`config.mk`:
```
export PLATFORM = sky130hd
export DESIGN_NAME = l2_cache_control_nway_flat
export DESIGN_NICKNAME = d
export VERILOG_FILES = /design/src/rtl/l2_cache_control_nway_if.sv /design/src/rtl/l2_cache_control_nway.sv /design/src/flat_wrapper.sv
export SDC_FILE = /design/constraint.sdc
export NUM_CORES = 1
export LEC_CHECK = 0
export BUFFER_PORTS_ARGS = -buffer_cell sky130_fd_sc_hd__buf_2
export CELL_PAD_IN_SITES_DETAIL_PLACEMENT = 1
export CELL_PAD_IN_SITES_GLOBAL_PLACEMENT = 1
export CORE_MARGIN = 2
export CORE_UTILIZATION = 38
export DETAILED_ROUTE_END_ITERATION = 8
export MAX_ROUTING_LAYER = met4
export PLACE_DENSITY = 0.75
export SLEW_MARGIN = 25
export SYNTH_ARGS = -nofsm -noshare
export SYNTH_HDL_FRONTEND = slang
export SYNTH_SLANG_ARGS = --single-unit
```
`constraint.sdc`:
```
create_clock -name clk -period 2.56 [get_ports clk]
set_input_delay 0.512 -clock clk [delete_from_list [all_inputs] [get_ports clk]]
set_output_delay 0.512 -clock clk [all_outputs]
set_load 0.01 [all_outputs]
```
`src/rtl/l2_cache_control_nway_if.sv`:
```
// Bundle of CPU request/response, physical memory handshake and L2
// datapath strobes exchanged with the N-way L2 cache controller.
interface l2_cache_control_nway_if #(
    parameter int WAYS = 4,
    parameter int SETS = 8
);
    localparam int WAY_W = $clog2(WAYS);
    localparam int SET_W = $clog2(SETS);

    logic             mem_read;
    logic             mem_write;
    logic [SET_W-1:0] set_idx;
    logic [WAYS-1:0]  hit;
    logic [WAYS-1:0]  valid;
    logic [WAYS-1:0]  dirty;
    logic             pmem_resp;

    logic             mem_resp;
    logic             pmem_read;
    logic             pmem_write;
    logic             mem_addr_sel;
    logic             mem_b_sel;
    logic [WAYS-1:0]  way_we;
    logic [WAYS-1:0]  ld_valid;
    logic [WAYS-1:0]  ld_dirty;
    logic             dirty_in;
    logic [WAY_W-1:0] victim_way;

    // Environment side: CPU/arbiter, physical memory and datapath
    modport master (
        output mem_read, mem_write, set_idx, hit, valid, dirty, pmem_resp,
        input  mem_resp, pmem_read, pmem_write, mem_addr_sel, mem_b_sel,
        input  way_we, ld_valid, ld_dirty, dirty_in, victim_way
    );

    // Controller side
    modport slave (
        input  mem_read, mem_write, set_idx, hit, valid, dirty, pmem_resp,
        output mem_resp, pmem_read, pmem_write, mem_addr_sel, mem_b_sel,
        output way_we, ld_valid, ld_dirty, dirty_in, victim_way
    );
endinterface

```
`src/rtl/l2_cache_control_nway.sv`:
```
// N-way L2 cache controller: per-set tree-PLRU replacement, invalid-way-first
// victim choice, writeback before fill, saturating hit/miss statistics and a
// sticky multi-hit error flag.
module l2_cache_control_nway #(
    parameter int WAYS  = 4,
    parameter int SETS  = 8,
    parameter int CNT_W = 32
) (
    input  logic                   clk,
    input  logic                   reset_n,
    l2_cache_control_nway_if.slave bus,
    input  logic                   clear_stats,
    output logic [CNT_W-1:0]       hit_count,
    output logic [CNT_W-1:0]       miss_count,
    output logic                   multi_hit_err
);
    localparam int WAY_W = $clog2(WAYS);
    localparam int NODES = WAYS - 1;

    typedef enum logic [2:0] {
        IDLE      = 3'd0,
        WRITEBACK = 3'd1,
        FILL      = 3'd2,
        LOAD      = 3'd3,
        RESP      = 3'd4
    } state_t;

    state_t             state_q, state_d;
    logic [NODES-1:0]   plru_q [SETS];
    logic [NODES-1:0]   plru_d [SETS];
    logic               retry_q, retry_d;
    logic [WAY_W-1:0]   victim_q, victim_d;
    logic [CNT_W-1:0]   hit_cnt_q, hit_cnt_d;
    logic [CNT_W-1:0]   miss_cnt_q, miss_cnt_d;
    logic               multi_hit_q, multi_hit_d;
    logic               mem_resp_q, mem_resp_d;
    logic               pmem_read_q, pmem_read_d;
    logic               pmem_write_q, pmem_write_d;
    logic               addr_sel_q, addr_sel_d;
    logic               b_sel_q, b_sel_d;

    logic               request;
    logic               any_hit;
    logic               any_invalid;
    logic [WAY_W-1:0]   hit_way;
    logic [WAY_W-1:0]   invalid_way;
    logic [WAY_W-1:0]   miss_victim;
    logic [NODES-1:0]   cur_plru;
    logic               hit_inc;
    logic               miss_inc;
    logic [WAYS-1:0]    way_we;
    logic [WAYS-1:0]    ld_valid;
    logic [WAYS-1:0]    ld_dirty;
    logic               dirty_in;

    // Point every node on way w's root-to-leaf path away from w.
    function automatic logic [NODES-1:0] plru_touch(input logic [NODES-1:0] cur,
                                                    input logic [WAY_W-1:0] w);
        logic [NODES-1:0] r;
        r = cur;
        for (int d = 0; d < WAY_W; d++) begin
            for (int k = 0; k < (1 << d); k++) begin
                if ((int'(w) >> (WAY_W - d)) == k) begin
                    r[(1 << d) + k - 1] = ~w[WAY_W - 1 - d];
                end
            end
        end
        return r;
    endfunction

    // Follow the node bits from the root down to the pseudo-LRU leaf.
    function automatic logic [WAY_W-1:0] plru_victim(input logic [NODES-1:0] cur);
        int   prefix;
        logic b;
        prefix = 0;
        for (int d = 0; d < WAY_W; d++) begin
            b = 1'b0;
            for (int k = 0; k < (1 << d); k++) begin
                if (prefix == k) begin
                    b = cur[(1 << d) + k - 1];
                end
            end
            prefix = prefix * 2 + int'(b);
        end
        return WAY_W'(prefix);
    endfunction

    // Decode the lookup: lowest hit way, lowest invalid way and miss victim.
    always_comb begin
        request     = bus.mem_read | bus.mem_write;
        any_hit     = |bus.hit;
        any_invalid = ~&bus.valid;
        hit_way     = '0;
        invalid_way = '0;
        for (int i = WAYS - 1; i >= 0; i--) begin
            if (bus.hit[i]) begin
                hit_way = WAY_W'(i);
            end
            if (!bus.valid[i]) begin
                invalid_way = WAY_W'(i);
            end
        end
        cur_plru    = plru_q[bus.set_idx];
        miss_victim = any_invalid ? invalid_way : plru_victim(cur_plru);
    end

    // Next-state, bookkeeping and datapath strobes for the current state.
    always_comb begin
        state_d     = state_q;
        retry_d     = retry_q;
        victim_d    = victim_q;
        multi_hit_d = multi_hit_q;
        plru_d      = plru_q;
        hit_inc     = 1'b0;
        miss_inc    = 1'b0;
        way_we      = '0;
        ld_valid    = '0;
        ld_dirty    = '0;
        dirty_in    = 1'b0;
        case (state_q)
            IDLE: begin
                if (request) begin
                    if (any_hit) begin
                        if ((bus.hit & (bus.hit - WAYS'(1))) != '0) begin
                            multi_hit_d = 1'b1;
                        end
                        plru_d[bus.set_idx] = plru_touch(cur_plru, hit_way);
                        if (bus.mem_write) begin
                            way_we[hit_way]   = 1'b1;
                            ld_dirty[hit_way] = 1'b1;
                            dirty_in          = 1'b1;
                        end
                        hit_inc = ~retry_q;
                        retry_d = 1'b0;
                        state_d = RESP;
                    end else begin
                        victim_d = miss_victim;
                        miss_inc = 1'b1;
                        state_d  = (bus.valid[miss_victim] & bus.dirty[miss_victim])
                                   ? WRITEBACK : FILL;
                    end
                end else begin
                    retry_d = 1'b0;
                end
            end
            WRITEBACK: begin
                if (bus.pmem_resp) begin
                    ld_dirty[victim_q] = 1'b1;
                    state_d            = FILL;
                end
            end
            FILL: begin
                if (bus.pmem_resp) begin
                    state_d = LOAD;
                end
            end
            LOAD: begin
                way_we[victim_q]   = 1'b1;
                ld_valid[victim_q] = 1'b1;
                ld_dirty[victim_q] = 1'b1;
                retry_d            = 1'b1;
                state_d            = IDLE;
            end
            RESP: begin
                state_d = IDLE;
            end
            default: begin
                state_d = IDLE;
            end
        endcase
        if (!reset_n) begin
            way_we   = '0;
            ld_valid = '0;
            ld_dirty = '0;
            dirty_in = 1'b0;
        end
    end

    // Saturating statistics with clear taking priority, plus registered
    // Moore strobes decoded from the state being entered.
    always_comb begin
        hit_cnt_d  = hit_cnt_q;
        miss_cnt_d = miss_cnt_q;
        if (clear_stats) begin
            hit_cnt_d  = '0;
            miss_cnt_d = '0;
        end else begin
            if (hit_inc && (hit_cnt_q != '1)) begin
                hit_cnt_d = hit_cnt_q + CNT_W'(1);
            end
            if (miss_inc && (miss_cnt_q != '1)) begin
                miss_cnt_d = miss_cnt_q + CNT_W'(1);
            end
        end
        mem_resp_d   = (state_d == RESP);
        pmem_read_d  = (state_d == FILL);
        pmem_write_d = (state_d == WRITEBACK);
        addr_sel_d   = (state_d == WRITEBACK);
        b_sel_d      = (state_d == LOAD);
    end

    // All controller state, cleared immediately by reset.
    always_ff @(posedge clk or negedge reset_n) begin
        if (!reset_n) begin
            state_q      <= IDLE;
            for (int s = 0; s < SETS; s++) begin
                plru_q[s] <= '0;
            end
            retry_q      <= 1'b0;
            victim_q     <= '0;
            hit_cnt_q    <= '0;
            miss_cnt_q   <= '0;
            multi_hit_q  <= 1'b0;
            mem_resp_q   <= 1'b0;
            pmem_read_q  <= 1'b0;
            pmem_write_q <= 1'b0;
            addr_sel_q   <= 1'b0;
            b_sel_q      <= 1'b0;
        end else begin
            state_q      <= state_d;
            plru_q       <= plru_d;
            retry_q      <= retry_d;
            victim_q     <= victim_d;
            hit_cnt_q    <= hit_cnt_d;
            miss_cnt_q   <= miss_cnt_d;
            multi_hit_q  <= multi_hit_d;
            mem_resp_q   <= mem_resp_d;
            pmem_read_q  <= pmem_read_d;
            pmem_write_q <= pmem_write_d;
            addr_sel_q   <= addr_sel_d;
            b_sel_q      <= b_sel_d;
        end
    end

    assign bus.mem_resp     = mem_resp_q;
    assign bus.pmem_read    = pmem_read_q;
    assign bus.pmem_write   = pmem_write_q;
    assign bus.mem_addr_sel = addr_sel_q;
    assign bus.mem_b_sel    = b_sel_q;
    assign bus.way_we       = way_we;
    assign bus.ld_valid     = ld_valid;
    assign bus.ld_dirty     = ld_dirty;
    assign bus.dirty_in     = dirty_in;
    assign bus.victim_way   = victim_q;
    assign hit_count        = hit_cnt_q;
    assign miss_count       = miss_cnt_q;
    assign multi_hit_err    = multi_hit_q;
endmodule

```
`src/flat_wrapper.sv`:
```
// flat-port wrapper written by rule: the top's interface ports become plain ports
module l2_cache_control_nway_flat 
#(
    parameter int WAYS  = 4,
    parameter int SETS  = 8,
    parameter int CNT_W = 32
)
  (clk, reset_n, clear_stats, hit_count, miss_count, multi_hit_err, bus_mem_read, bus_mem_write, bus_set_idx, bus_hit, bus_valid, bus_dirty, bus_pmem_resp, bus_mem_resp, bus_pmem_read, bus_pmem_write, bus_mem_addr_sel, bus_mem_b_sel, bus_way_we, bus_ld_valid, bus_ld_dirty, bus_dirty_in, bus_victim_way);
  l2_cache_control_nway_if #(.WAYS(WAYS), .SETS(SETS)) bus_i ();
  input  logic clk;
  input  logic reset_n;
  input  logic clear_stats;
  output logic [CNT_W-1:0] hit_count;
  output logic [CNT_W-1:0] miss_count;
  output logic multi_hit_err;
  input wire logic [$bits(bus_i.mem_read)-1:0] bus_mem_read;
  input wire logic [$bits(bus_i.mem_write)-1:0] bus_mem_write;
  input wire logic [$bits(bus_i.set_idx)-1:0] bus_set_idx;
  input wire logic [$bits(bus_i.hit)-1:0] bus_hit;
  input wire logic [$bits(bus_i.valid)-1:0] bus_valid;
  input wire logic [$bits(bus_i.dirty)-1:0] bus_dirty;
  input wire logic [$bits(bus_i.pmem_resp)-1:0] bus_pmem_resp;
  output wire logic [$bits(bus_i.mem_resp)-1:0] bus_mem_resp;
  output wire logic [$bits(bus_i.pmem_read)-1:0] bus_pmem_read;
  output wire logic [$bits(bus_i.pmem_write)-1:0] bus_pmem_write;
  output wire logic [$bits(bus_i.mem_addr_sel)-1:0] bus_mem_addr_sel;
  output wire logic [$bits(bus_i.mem_b_sel)-1:0] bus_mem_b_sel;
  output wire logic [$bits(bus_i.way_we)-1:0] bus_way_we;
  output wire logic [$bits(bus_i.ld_valid)-1:0] bus_ld_valid;
  output wire logic [$bits(bus_i.ld_dirty)-1:0] bus_ld_dirty;
  output wire logic [$bits(bus_i.dirty_in)-1:0] bus_dirty_in;
  output wire logic [$bits(bus_i.victim_way)-1:0] bus_victim_way;
  assign bus_i.mem_read = bus_mem_read;
  assign bus_i.mem_write = bus_mem_write;
  assign bus_i.set_idx = bus_set_idx;
  assign bus_i.hit = bus_hit;
  assign bus_i.valid = bus_valid;
  assign bus_i.dirty = bus_dirty;
  assign bus_i.pmem_resp = bus_pmem_resp;
  assign bus_mem_resp = bus_i.mem_resp;
  assign bus_pmem_read = bus_i.pmem_read;
  assign bus_pmem_write = bus_i.pmem_write;
  assign bus_mem_addr_sel = bus_i.mem_addr_sel;
  assign bus_mem_b_sel = bus_i.mem_b_sel;
  assign bus_way_we = bus_i.way_we;
  assign bus_ld_valid = bus_i.ld_valid;
  assign bus_ld_dirty = bus_i.ld_dirty;
  assign bus_dirty_in = bus_i.dirty_in;
  assign bus_victim_way = bus_i.victim_way;
  l2_cache_control_nway #(.WAYS(WAYS), .SETS(SETS), .CNT_W(CNT_W)) u_core (.clk(clk), .reset_n(reset_n), .bus(bus_i), .clear_stats(clear_stats), .hit_count(hit_count), .miss_count(miss_count), .multi_hit_err(multi_hit_err));
endmodule
```
* Word level (Yosys, flattened, before mapping)
Index checks and enable logic that the tools add are counted.
Storage, ports and cells: RAM bits 0, bits in latches 0, input bits 21, memories kept 0, word-level logic and storage cells 135, memory bits (read-only) 0, register bits 99, output and inout bits 85
Operators by class: add/sub/neg operators 4, reduce and logical (&&, ||, !) cells 18, mux-type cells 70, order comparisons 7, $mul 0, shifts and indexed selects 0, divide/modulo/power cells 0, equal/unequal tests 10, bitwise gates (word level) 8
Operator list (number):
- 32-bit two-way mux | 4
- 32-bit by 1-bit adder with 32-bit output (second input constant) | 2
- 32-bit zero test | 2
- 32-bit inequality test (second input constant) | 2
- 4-bit two-way mux | 8
- 1-bit two-way mux | 30
- 24-bit bitwise mux | 1
- 3-bit two-way mux | 7
- 2-bit two-way mux | 10
- 3-bit by 2-bit equality test with 1-bit output (second input constant) | 4
- 4-bit one-hot mux with 3 select lines | 1
- 3-bit binary-select mux with 3-bit select | 1
- 3-bit demux with 3-bit select | 1
- 2-bit by 3-bit < comparator with 1-bit output (second input constant) | 3
- 3-bit one-hot mux with 3 select lines | 1
- 4-bit one-hot mux with 2 select lines | 1
- 4-bit AND reduction | 2
- 3-bit by 1-bit equality test with 1-bit output (second input constant) | 2
- 3-bit AND reduction | 2
- 2-bit nonzero test | 3
- 1-bit logical AND | 5
- 4-bit AND | 1
- 1-bit binary-select mux with 2-bit select | 2
- 1-bit demux with 2-bit select | 2
- 16 further kinds | 20

* Longest topological paths before layout
Gate-level depths: netlist (run 1).
depth in word-level cells 17, gate-level depth with buffers 9, gate-level depth less buffers 7

* Least setup slack after synthesis (run 1)
Ideal clock, no wire load.
kind input to register, from input port bus_hit[1], to register u_core.miss_cnt_q[21], in the netlist u_core.miss_count[21], data arrival time 2376 ps, library setup time 125 ps, setup slack 60 ps, stages on the path 6, required time 2435 ps, path buffers 0, path through or4_1 nor3_2 o311ai_2 nor2_1 nand4_1 mux2_2
On the way: longest elaborated chain between the ends 6
Ends and longest elaborated chain:
- from (decl) | line flat_wrapper.sv:19 | input wire logic [$bits(bus_i.hit)-1:0] bus_hit;
- 4-bit OR reduction | line l2_cache_control_nway.sv:91 | any_hit = |bus.hit;
- 1-bit two-way mux | line l2_cache_control_nway.sv:123 | if (any_hit) begin
- 1-bit two-way mux | line l2_cache_control_nway.sv:122 | if (request) begin
- 1-bit two-way mux | line l2_cache_control_nway.sv:120 | case (state_q)
- 1-bit logical AND | line l2_cache_control_nway.sv:191 | if (miss_inc && (miss_cnt_q != '1)) begin
- 2-bit nonzero test (no source line)
- to (signal assigned) | line l2_cache_control_nway.sv:225 | miss_cnt_q <= miss_cnt_d;
- to (decl) | line l2_cache_control_nway.sv:34 | logic [CNT_W-1:0] miss_cnt_q, miss_cnt_d;
Every way passes these cells. A chain may end at the register's enable or synchronous reset.

* Final worst setup path (run 1)
from input port reset_n, to output port bus_way_we[0]
On the way: longest elaborated chain between the ends 1
Ends and longest elaborated chain:
- from (decl) | line flat_wrapper.sv:11 | input logic reset_n;
- 4-bit two-way mux | line l2_cache_control_nway.sv:171 | if (!reset_n) begin
- to (decl) | line flat_wrapper.sv:28 | output wire logic [$bits(bus_i.way_we)-1:0] bus_way_we;
Every way passes these cells.

==> results.sh, run 1 <==
export IMPL_async_flop_share_pct=100
export IMPL_floorplan_io_pins=106
export IMPL_avgSynthCellArea_um2=9.52
export IMPL_drive_gt1_share_pct=29.0
export IMPL_cts_buffers_inserted=9
export IMPL_drt_pass1_iterations=4
export IMPL_grt_setup_unrepaired="no"
export IMPL_p_sw_share_pct=27.5
export IMPL_netSwitchingPower_mw=1.11
export IMPL_fp_dieArea_um2=15300
export IMPL_largest_driver_fanout_on_the_critical_path=7
export IMPL_holdCritStartpoint="bus_pmem_resp"
export IMPL_number_of_buffers_between_clock_root_and_the_deepest_sink=2
export IMPL_cellPowerDensity_nw_per_um2=602
export IMPL_cpLargestDelayFamily="buffers and inverters"
export IMPL_timing_final_setup_violations=0
export IMPL_synth_cells=571
export IMPL_pin_count_of_the_biggest_net_entering_global_routing=57
export IMPL_root_buf_cell="sky130_fd_sc_hd__clkbuf_16"
export IMPL_synth_compound_area_share_pct=8.75
export IMPL_worst_setup_path_type="in -> out"
export IMPL_nFillCells=1661
export IMPL_layout_worst_path_cycle_share_pct=94.2
export IMPL_ys_dominant_reg_cell="sky130_fd_sc_hd__dfrtp_1"
export IMPL_worst_hold_path_endpoint="u_core.bus.mem_b_sel$_DFF_PN0_"
export IMPL_grt_antenna_before_repair=0
export IMPL_detailed_place_hpwl_um=11600
export IMPL_fin_worst_hold_slack_ps=459
export IMPL_first_global_vias=5056
export IMPL_cts_tree="built"
export IMPL_synth_xor_xnor_area_share_pct=6.77
export IMPL_global_route_usage_total_pct=21.6
export IMPL_start_kind="input pin"
export IMPL_comb_power_share_pct=16.9
export IMPL_critical_path_cell_chain="dlygate4sd3_1 > buf_4 > nand3b_1 > nand2b_1 > a21oi_1 > buf_2"
export IMPL_cts_htree_levels=3
export IMPL_route_detailed_drc=0
export IMPL_internal_power_mw=2.93
export IMPL_rr_startpoint="u_core.state_q[1]$_DFF_PN0_"
export IMPL_rows=43
export IMPL_relSlewSlack_pct=48.7
export IMPL_crit_path_end_kind="output pin"
export IMPL_final_net_count=725
export IMPL_clock_latency_ps=350
export IMPL_peakVddDrop_mv=0.280
export IMPL_post_drt_via_cell_ratio=5.50
export IMPL_numPlacedInstances=870
export IMPL_synth_seq_area_share_pct=45.6
export IMPL_worst_ep_required_time_ps=2050
export IMPL_synth_simple_gate_area_share_pct=26.9
export IMPL_layout_utilization_pct=48.2
export IMPL_ant_nets=0
export IMPL_vias=4878
export IMPL_globalRouteOverflowTotal=0
export IMPL_synth_top_family_by_area="simple AND/OR/NAND/NOR gates"
export IMPL_critPathMaxStageDelay_ps=530
export IMPL_fp_coreArea_um2=13900
export IMPL_final_instance_count_excl_fill=887
export IMPL_post_place_instance_area_um2=6360
export IMPL_first_pass_grt_wire_length_um=25300
export IMPL_routed_wire_length_um=15500
export IMPL_post_cts_setup_buffer_count=0
export IMPL_yosys_mux_area_fraction_pct=9.05
export IMPL_power_static_leakage_nw=3.04
export IMPL_route_detailed_wl_per_inst_um=17.4
export IMPL_initial_utilization_pct=39.0
export IMPL_max_freq_mhz=415
export IMPL_final_max_slew_violation_count=0
export IMPL_run_status="finished, final reports clean"
export IMPL_setup_tns_final_ps=0
export IMPL_holdPathStages=2
export IMPL_report_final_hold_viol_count=0
export IMPL_clk_transition_reported_paths_ps=60
export IMPL_synth_fp_nets=594
export IMPL_r2r_end="u_core.hit_count[26]$_DFFE_PN0P_"
export IMPL_dr_first_iter_drc_count=240
export IMPL_finalClockSkew_ps=10.2
export IMPL_max_slew_worst_pin_slew_ps=759
export IMPL_port_buffers=105
export IMPL_clock_power_share_pct=36.8
export IMPL_arrival_worst_endpoint_ps=1900
export IMPL_synthDistinctLibCells=65
export IMPL_sequentialPowerShare_pct=46.2
export IMPL_synth_yosys_warnings=0
export IMPL_ff2ff_setup_slack_ps=170
export IMPL_yosys_register_bits=99
export IMPL_crit_slowest_cell="sky130_fd_sc_hd__dlygate4sd3_1"
export IMPL_die_h_um=124
export IMPL_final_min_clock_period_ps=2410
export IMPL_area_growth_synth_to_final_pct=23.6
export IMPL_layout_cell_area_non_filler_um2=6720
export IMPL_critPathBufInv=3
export IMPL_clock_sink_count=99
export IMPL_finalWeightedCongestion=0.838
export IMPL_number_of_violations_of_the_max_capacitance_limit=0
export IMPL_die_width_um=124
export IMPL_n_antenna_cell=0
export IMPL_syn_area_um2=5440
export IMPL_fraction_of_the_mapped_netlist_area_in_adder_cells_pct=0.460
export IMPL_synth_edff_count=0
export IMPL_reg2reg_depth=8
export IMPL_worst_min_delay_path_class="in -> reg"
[final cells by class]
class | count | area, um2 | area share, %
clock buffer | 9 | 225 | 3.35
clock inverter | 7 | 98.8 | 1.47
inverter | 13 | 48.8 | 0.726
multi-input combinational | 439 | 2850 | 42.4
sequential | 99 | 2480 | 36.9
tap | 180 | 225 | 3.35
timing repair buffer | 140 | 793 | 11.8
[logic make-up after synthesis]
group / count (synthesis)
xor gates and xnor gates: 42
DFF: 99
muxes: 45
and+or+nand+nor: 280
adders and majority gates: 2
buffers and inverters: 33
AOI/OAI and AO/OA: 70
[cells in the mapped netlist, types with 3 or more instances]
| library cell | n | area share (%) |
|---|---|---|
| sky130_fd_sc_hd__and2_1 | 5 | 0.58 |
| sky130_fd_sc_hd__nor4b_1 | 4 | 0.64 |
| sky130_fd_sc_hd__o21ai_0 | 13 | 1.2 |
| sky130_fd_sc_hd__nor2b_1 | 9 | 1.0 |
| sky130_fd_sc_hd__clkbuf_1 | 16 | 1.1 |
| sky130_fd_sc_hd__a31oi_1 | 4 | 0.46 |
| sky130_fd_sc_hd__xnor2_1 | 33 | 5.3 |
| sky130_fd_sc_hd__nand4_1 | 12 | 1.4 |
| sky130_fd_sc_hd__dfrtp_1 | 99 | 46 |
| sky130_fd_sc_hd__nand2b_1 | 3 | 0.35 |
| sky130_fd_sc_hd__and4_1 | 6 | 0.97 |
| sky130_fd_sc_hd__a21bo_2 | 3 | 0.55 |
| sky130_fd_sc_hd__nor2_1 | 85 | 5.9 |
| sky130_fd_sc_hd__nand2_1 | 51 | 3.5 |
| sky130_fd_sc_hd__nor3_1 | 24 | 2.2 |
| sky130_fd_sc_hd__or3_1 | 10 | 1.2 |
| sky130_fd_sc_hd__mux2i_1 | 12 | 2.2 |
| sky130_fd_sc_hd__a22oi_1 | 3 | 0.41 |
| sky130_fd_sc_hd__mux2_2 | 33 | 6.8 |
| sky130_fd_sc_hd__nor4_1 | 12 | 1.4 |
| sky130_fd_sc_hd__nor3b_1 | 4 | 0.55 |
| sky130_fd_sc_hd__and3_1 | 15 | 1.7 |
| sky130_fd_sc_hd__xor2_1 | 9 | 1.5 |
| sky130_fd_sc_hd__a211oi_1 | 4 | 0.55 |
| sky130_fd_sc_hd__a21oi_1 | 20 | 1.8 |
| sky130_fd_sc_hd__inv_1 | 13 | 0.90 |
| sky130_fd_sc_hd__nand3_1 | 23 | 2.1 |
[routing by layer]
layer	track usage, %	vias up	share of wire, %
li1	-	2292	-
met1	28.0	2461	46
met2	35.3	108	49
met3	3.66	17	3.9
met4	6.04	0	1.2
met5	-	-	0
[power by group through the flow]
stage	clock network, mW	registers (mW)	logic (mW)
after floorplan	0	1.87	0.446
after global placement	0	1.88	0.657
after detailed placement	0	1.90	0.689
after CTS	1.53	1.87	0.694
after global routing	1.59	1.89	0.756
final	1.49	1.87	0.685
[layout by cell type, fill, tap and decap left out, types with 12 or more instances in the layout]
cell type and instances:
sky130_fd_sc_hd__a21oi_1 20, sky130_fd_sc_hd__and3_1 15, sky130_fd_sc_hd__buf_2 104, sky130_fd_sc_hd__buf_4 35
sky130_fd_sc_hd__dfrtp_1 99, sky130_fd_sc_hd__inv_1 13, sky130_fd_sc_hd__mux2_2 33, sky130_fd_sc_hd__mux2i_1 12
sky130_fd_sc_hd__nand2_1 51, sky130_fd_sc_hd__nand3_1 23, sky130_fd_sc_hd__nand4_1 12, sky130_fd_sc_hd__nor2_1 85
sky130_fd_sc_hd__nor3_1 23, sky130_fd_sc_hd__nor4_1 12, sky130_fd_sc_hd__o21ai_0 13, sky130_fd_sc_hd__xnor2_1 33
[metrics by stage]
| step | power [mW] | setup slack [ps] |
|---|---|---|
| 4_1_cts | 4.09 | 66.6 |
| 2_1_floorplan | 2.31 | 59.7 |
| 3_3_place_gp | 2.54 | 11.5 |
| 6_report | 4.04 | 149 |
| 3_5_place_dp | 2.59 | -66.8 |
| 5_1_grt | 4.24 | 0.539 |
[sequential cells by signal (all words and copies together) (netlist names)]
register and count:
u_core.plru_q 24, u_core.retry_q 1, u_core.miss_count 32, u_core.multi_hit_err 1
u_core.bus.mem_b_sel 1, u_core.bus.victim_way 2, u_core.bus.pmem_read 1, u_core.bus.mem_resp 1
u_core.state_q 3, u_core.bus.pmem_write 1, u_core.hit_count 32
[worst register-to-register path, delay by kind of cell (launching register included)]
| family | cells | cell delay [ps] |
|---|---|---|
| and+or+nand+nor | 5 | 1330 |
| buffers and inverters | 2 | 410 |
| DFF | 1 | 380 |
| xor gates and xnor gates | 1 | 170 |
[worst max-delay path by stage]
stage / from / end / slack (ps) / cells after the start
floorplan: bus_hit[1] / u_core.miss_count[21]$_DFFE_PN0P_ / 60 / 6
global placement: bus_hit[1] / u_core.miss_count[21]$_DFFE_PN0P_ / 10 / 8
CTS: u_core.state_q[1]$_DFF_PN0_ / bus_ld_dirty[3] / 70 / 6
global route: reset_n / bus_way_we[0] / 0.5 / 6
finish: reset_n / bus_way_we[0] / 150 / 6
detailed placement: bus_hit[1] / u_core.miss_count[24]$_DFFE_PN0P_ / -70 / 7
[repair_timing]
item	CTS	global route
setup endpoints to repair	0	7
hold buffers	1	0
endpoints found under the hold margin	1	0
gates resized for setup	0	3
Power figures use the tool's default switching activity.
==> inputs of run 2 (changes only) <==
--- a/config.mk
+++ b/config.mk
@@ -8,6 +8,7 @@
 export BUFFER_PORTS_ARGS = -buffer_cell sky130_fd_sc_hd__buf_2
 export CELL_PAD_IN_SITES_DETAIL_PLACEMENT = 1
 export CELL_PAD_IN_SITES_GLOBAL_PLACEMENT = 1
+export CORE_ASPECT_RATIO = 1.1
 export CORE_MARGIN = 2
 export CORE_UTILIZATION = 38
 export DETAILED_ROUTE_END_ITERATION = 8
==> results.sh, run 2 (synthesis results as in run 1) <==
export IMPL_grt_setup_unrepaired="yes"
export IMPL_fp_coreArea_um2=13900
export IMPL_ant_nets=0
export IMPL_power_static_leakage_nw=3.03
export IMPL_cts_resized=0
export IMPL_final_instance_count_excl_fill=896
export IMPL_reg2reg_depth=6
export IMPL_worst_setup_path_type="reg -> reg"
export IMPL_clk_transition_reported_paths_ps=70
export IMPL_drive_gt1_share_pct=29.2
export IMPL_setup_tns_final_ps=0
export IMPL_route_detailed_drc=0
export IMPL_first_pass_grt_wire_length_um=25200
export IMPL_clock_sink_count=99
export IMPL_finalClockSkew_ps=4.04
export IMPL_numPlacedInstances=880
export IMPL_mostFrequentLayoutCells="104 x sky130_fd_sc_hd__buf_2, 99 x sky130_fd_sc_hd__dfrtp_1, 85 x sky130_fd_sc_hd__nor2_1"
export IMPL_global_route_usage_total_pct=21.2
export IMPL_floorplan_io_pins=106
export IMPL_pin_count_of_the_biggest_net_entering_global_routing=43
export IMPL_finalWeightedCongestion=0.827
export IMPL_clock_latency_ps=360
export IMPL_initial_utilization_pct=39.1
export IMPL_globalRouteOverflowTotal=0
export IMPL_crit_path_end_kind="register"
export IMPL_relSlewSlack_pct=52.9
export IMPL_area_growth_synth_to_final_pct=23.6
export IMPL_max_freq_mhz=415
export IMPL_rr_startpoint="u_core.state_q[1]$_DFF_PN0_"
export IMPL_post_cts_setup_buffer_count=0
export IMPL_final_net_count=726
export IMPL_start_kind="register"
export IMPL_routed_wire_length_um=15200
export IMPL_totalPowerFinal_mw=3.92
export IMPL_final_min_clock_period_ps=2410
export IMPL_die_h_um=129
export IMPL_dr_first_iter_drc_count=180
export IMPL_cts_hold_buffers_added=0
export IMPL_post_drt_via_cell_ratio=5.38
export IMPL_n_antenna_cell=0
export IMPL_grt_antenna_before_repair=0
export IMPL_ff2ff_setup_slack_ps=150
export IMPL_root_buf_cell="sky130_fd_sc_hd__clkbuf_16"
export IMPL_layout_utilization_pct=48.3
export IMPL_peakVddDrop_mv=0.306
export IMPL_most_used_routing_layer_in_global_routing="met2"
export IMPL_layout_commonest_cell="sky130_fd_sc_hd__buf_2"
export IMPL_post_place_instance_area_um2=6400
export IMPL_cellPowerDensity_nw_per_um2=584
export IMPL_r2r_end="u_core.hit_count[31]$_DFFE_PN0P_"
export IMPL_arrival_worst_endpoint_ps=2690
export IMPL_cp_startpoint="u_core.state_q[1]$_DFF_PN0_"
export IMPL_met2_usage_pct=35.2
export IMPL_first_global_vias=4963
export IMPL_layout_cell_area_non_filler_um2=6720
export IMPL_final_max_slew_violation_count=0
export IMPL_global_route_usage_met3_pct=2.99
export IMPL_rows=45
export IMPL_report_final_hold_viol_count=0
export IMPL_cts_tree="built"
export IMPL_nFillCells=1641
export IMPL_worst_ep_required_time_ps=2840
export IMPL_drt_pass1_iterations=4
export IMPL_largest_driver_fanout_on_the_critical_path=6
export IMPL_cts_buffers_inserted=9
export IMPL_worst_min_delay_path_class="in -> async"
export IMPL_detailed_place_hpwl_um=11500
export IMPL_port_buffers=105
export IMPL_max_slew_worst_pin_slew_ps=698
export IMPL_timing_final_setup_violations=0
export IMPL_layout_worst_path_cycle_share_pct=94.0
export IMPL_fp_dieArea_um2=15300
export IMPL_route_detailed_wl_per_inst_um=17.0
export IMPL_cts_htree_levels=3
export IMPL_gr_usage_met1_pct=26.2
export IMPL_die_width_um=118
export IMPL_number_of_violations_of_the_max_capacitance_limit=0
export IMPL_run_status="finished, final reports clean"
export IMPL_number_of_buffers_between_clock_root_and_the_deepest_sink=2
export IMPL_vias=4819
## run 2: cell types whose count changed in the layout (fill, tap and decap cells not counted), sizes merged
cell / delta
clkinv: +2
clkinvlp: +1
bufinv: -1
inv: -2
dlygate4sd3: -1
buf: +2
## run 2: per-stage QoR
stage	setup slack [ps]	hold slack [ps]
after global routing	-5.99	49.4
after CTS	58.2	37.9
after global placement	19.6	418
after detailed placement	-73.9	423
final	153	33.9
after floorplan	59.7	216
## run 2: per-layer routing
metal / routed length [um] / part of all wire [%] / vias up
li1: - / - / 2294
met1: 6900 / 45 / 2404
met2: 7440 / 49 / 102
met3: 569 / 3.7 / 19
met4: 316 / 2.1 / 0
met5: 0 / 0 / -
## run 2: layout make-up
type                    instances  area (um2)  area share (%)
inverters                      13        48.8           0.726
flip-flops and latches         99        2480            36.9
well taps                     188         235            3.50
repair buffers                141         811            12.1
clock inverters                 7        68.8            1.02
multi-input cells             439        2850            42.4
clock buffers                   9         225            3.35
## run 2: power by group
group / internal (mW) / total [mW] / switching (mW)
combinational: 0.317 / 0.678 / 0.361
sequential: 1.75 / 1.87 / 0.124
clock: 0.754 / 1.37 / 0.620
total: 2.82 / 3.92 / 1.11
## run 2: worst max path at each step
stage / to / slack (ps) / depth (start not counted)
2_1_floorplan: u_core.miss_count[21]$_DFFE_PN0P_ / 60 / 6
4_1_cts: u_core.hit_count[8]$_DFFE_PN0P_ / 60 / 7
5_1_grt: u_core.hit_count[10]$_DFFE_PN0P_ / -6 / 8
3_5_place_dp: u_core.miss_count[30]$_DFFE_PN0P_ / -70 / 8
6_report: u_core.hit_count[31]$_DFFE_PN0P_ / 150 / 6
3_3_place_gp: u_core.miss_count[21]$_DFFE_PN0P_ / 20 / 8
## run 2: critical path: stages (launching register included)
cell	delay (ps)
sky130_fd_sc_hd__dfrtp_1	380
sky130_fd_sc_hd__or3_1	510
sky130_fd_sc_hd__nor4_4	300
sky130_fd_sc_hd__nand4_4	140
sky130_fd_sc_hd__or4_4	560
sky130_fd_sc_hd__or3_1	310
sky130_fd_sc_hd__a21oi_1	140
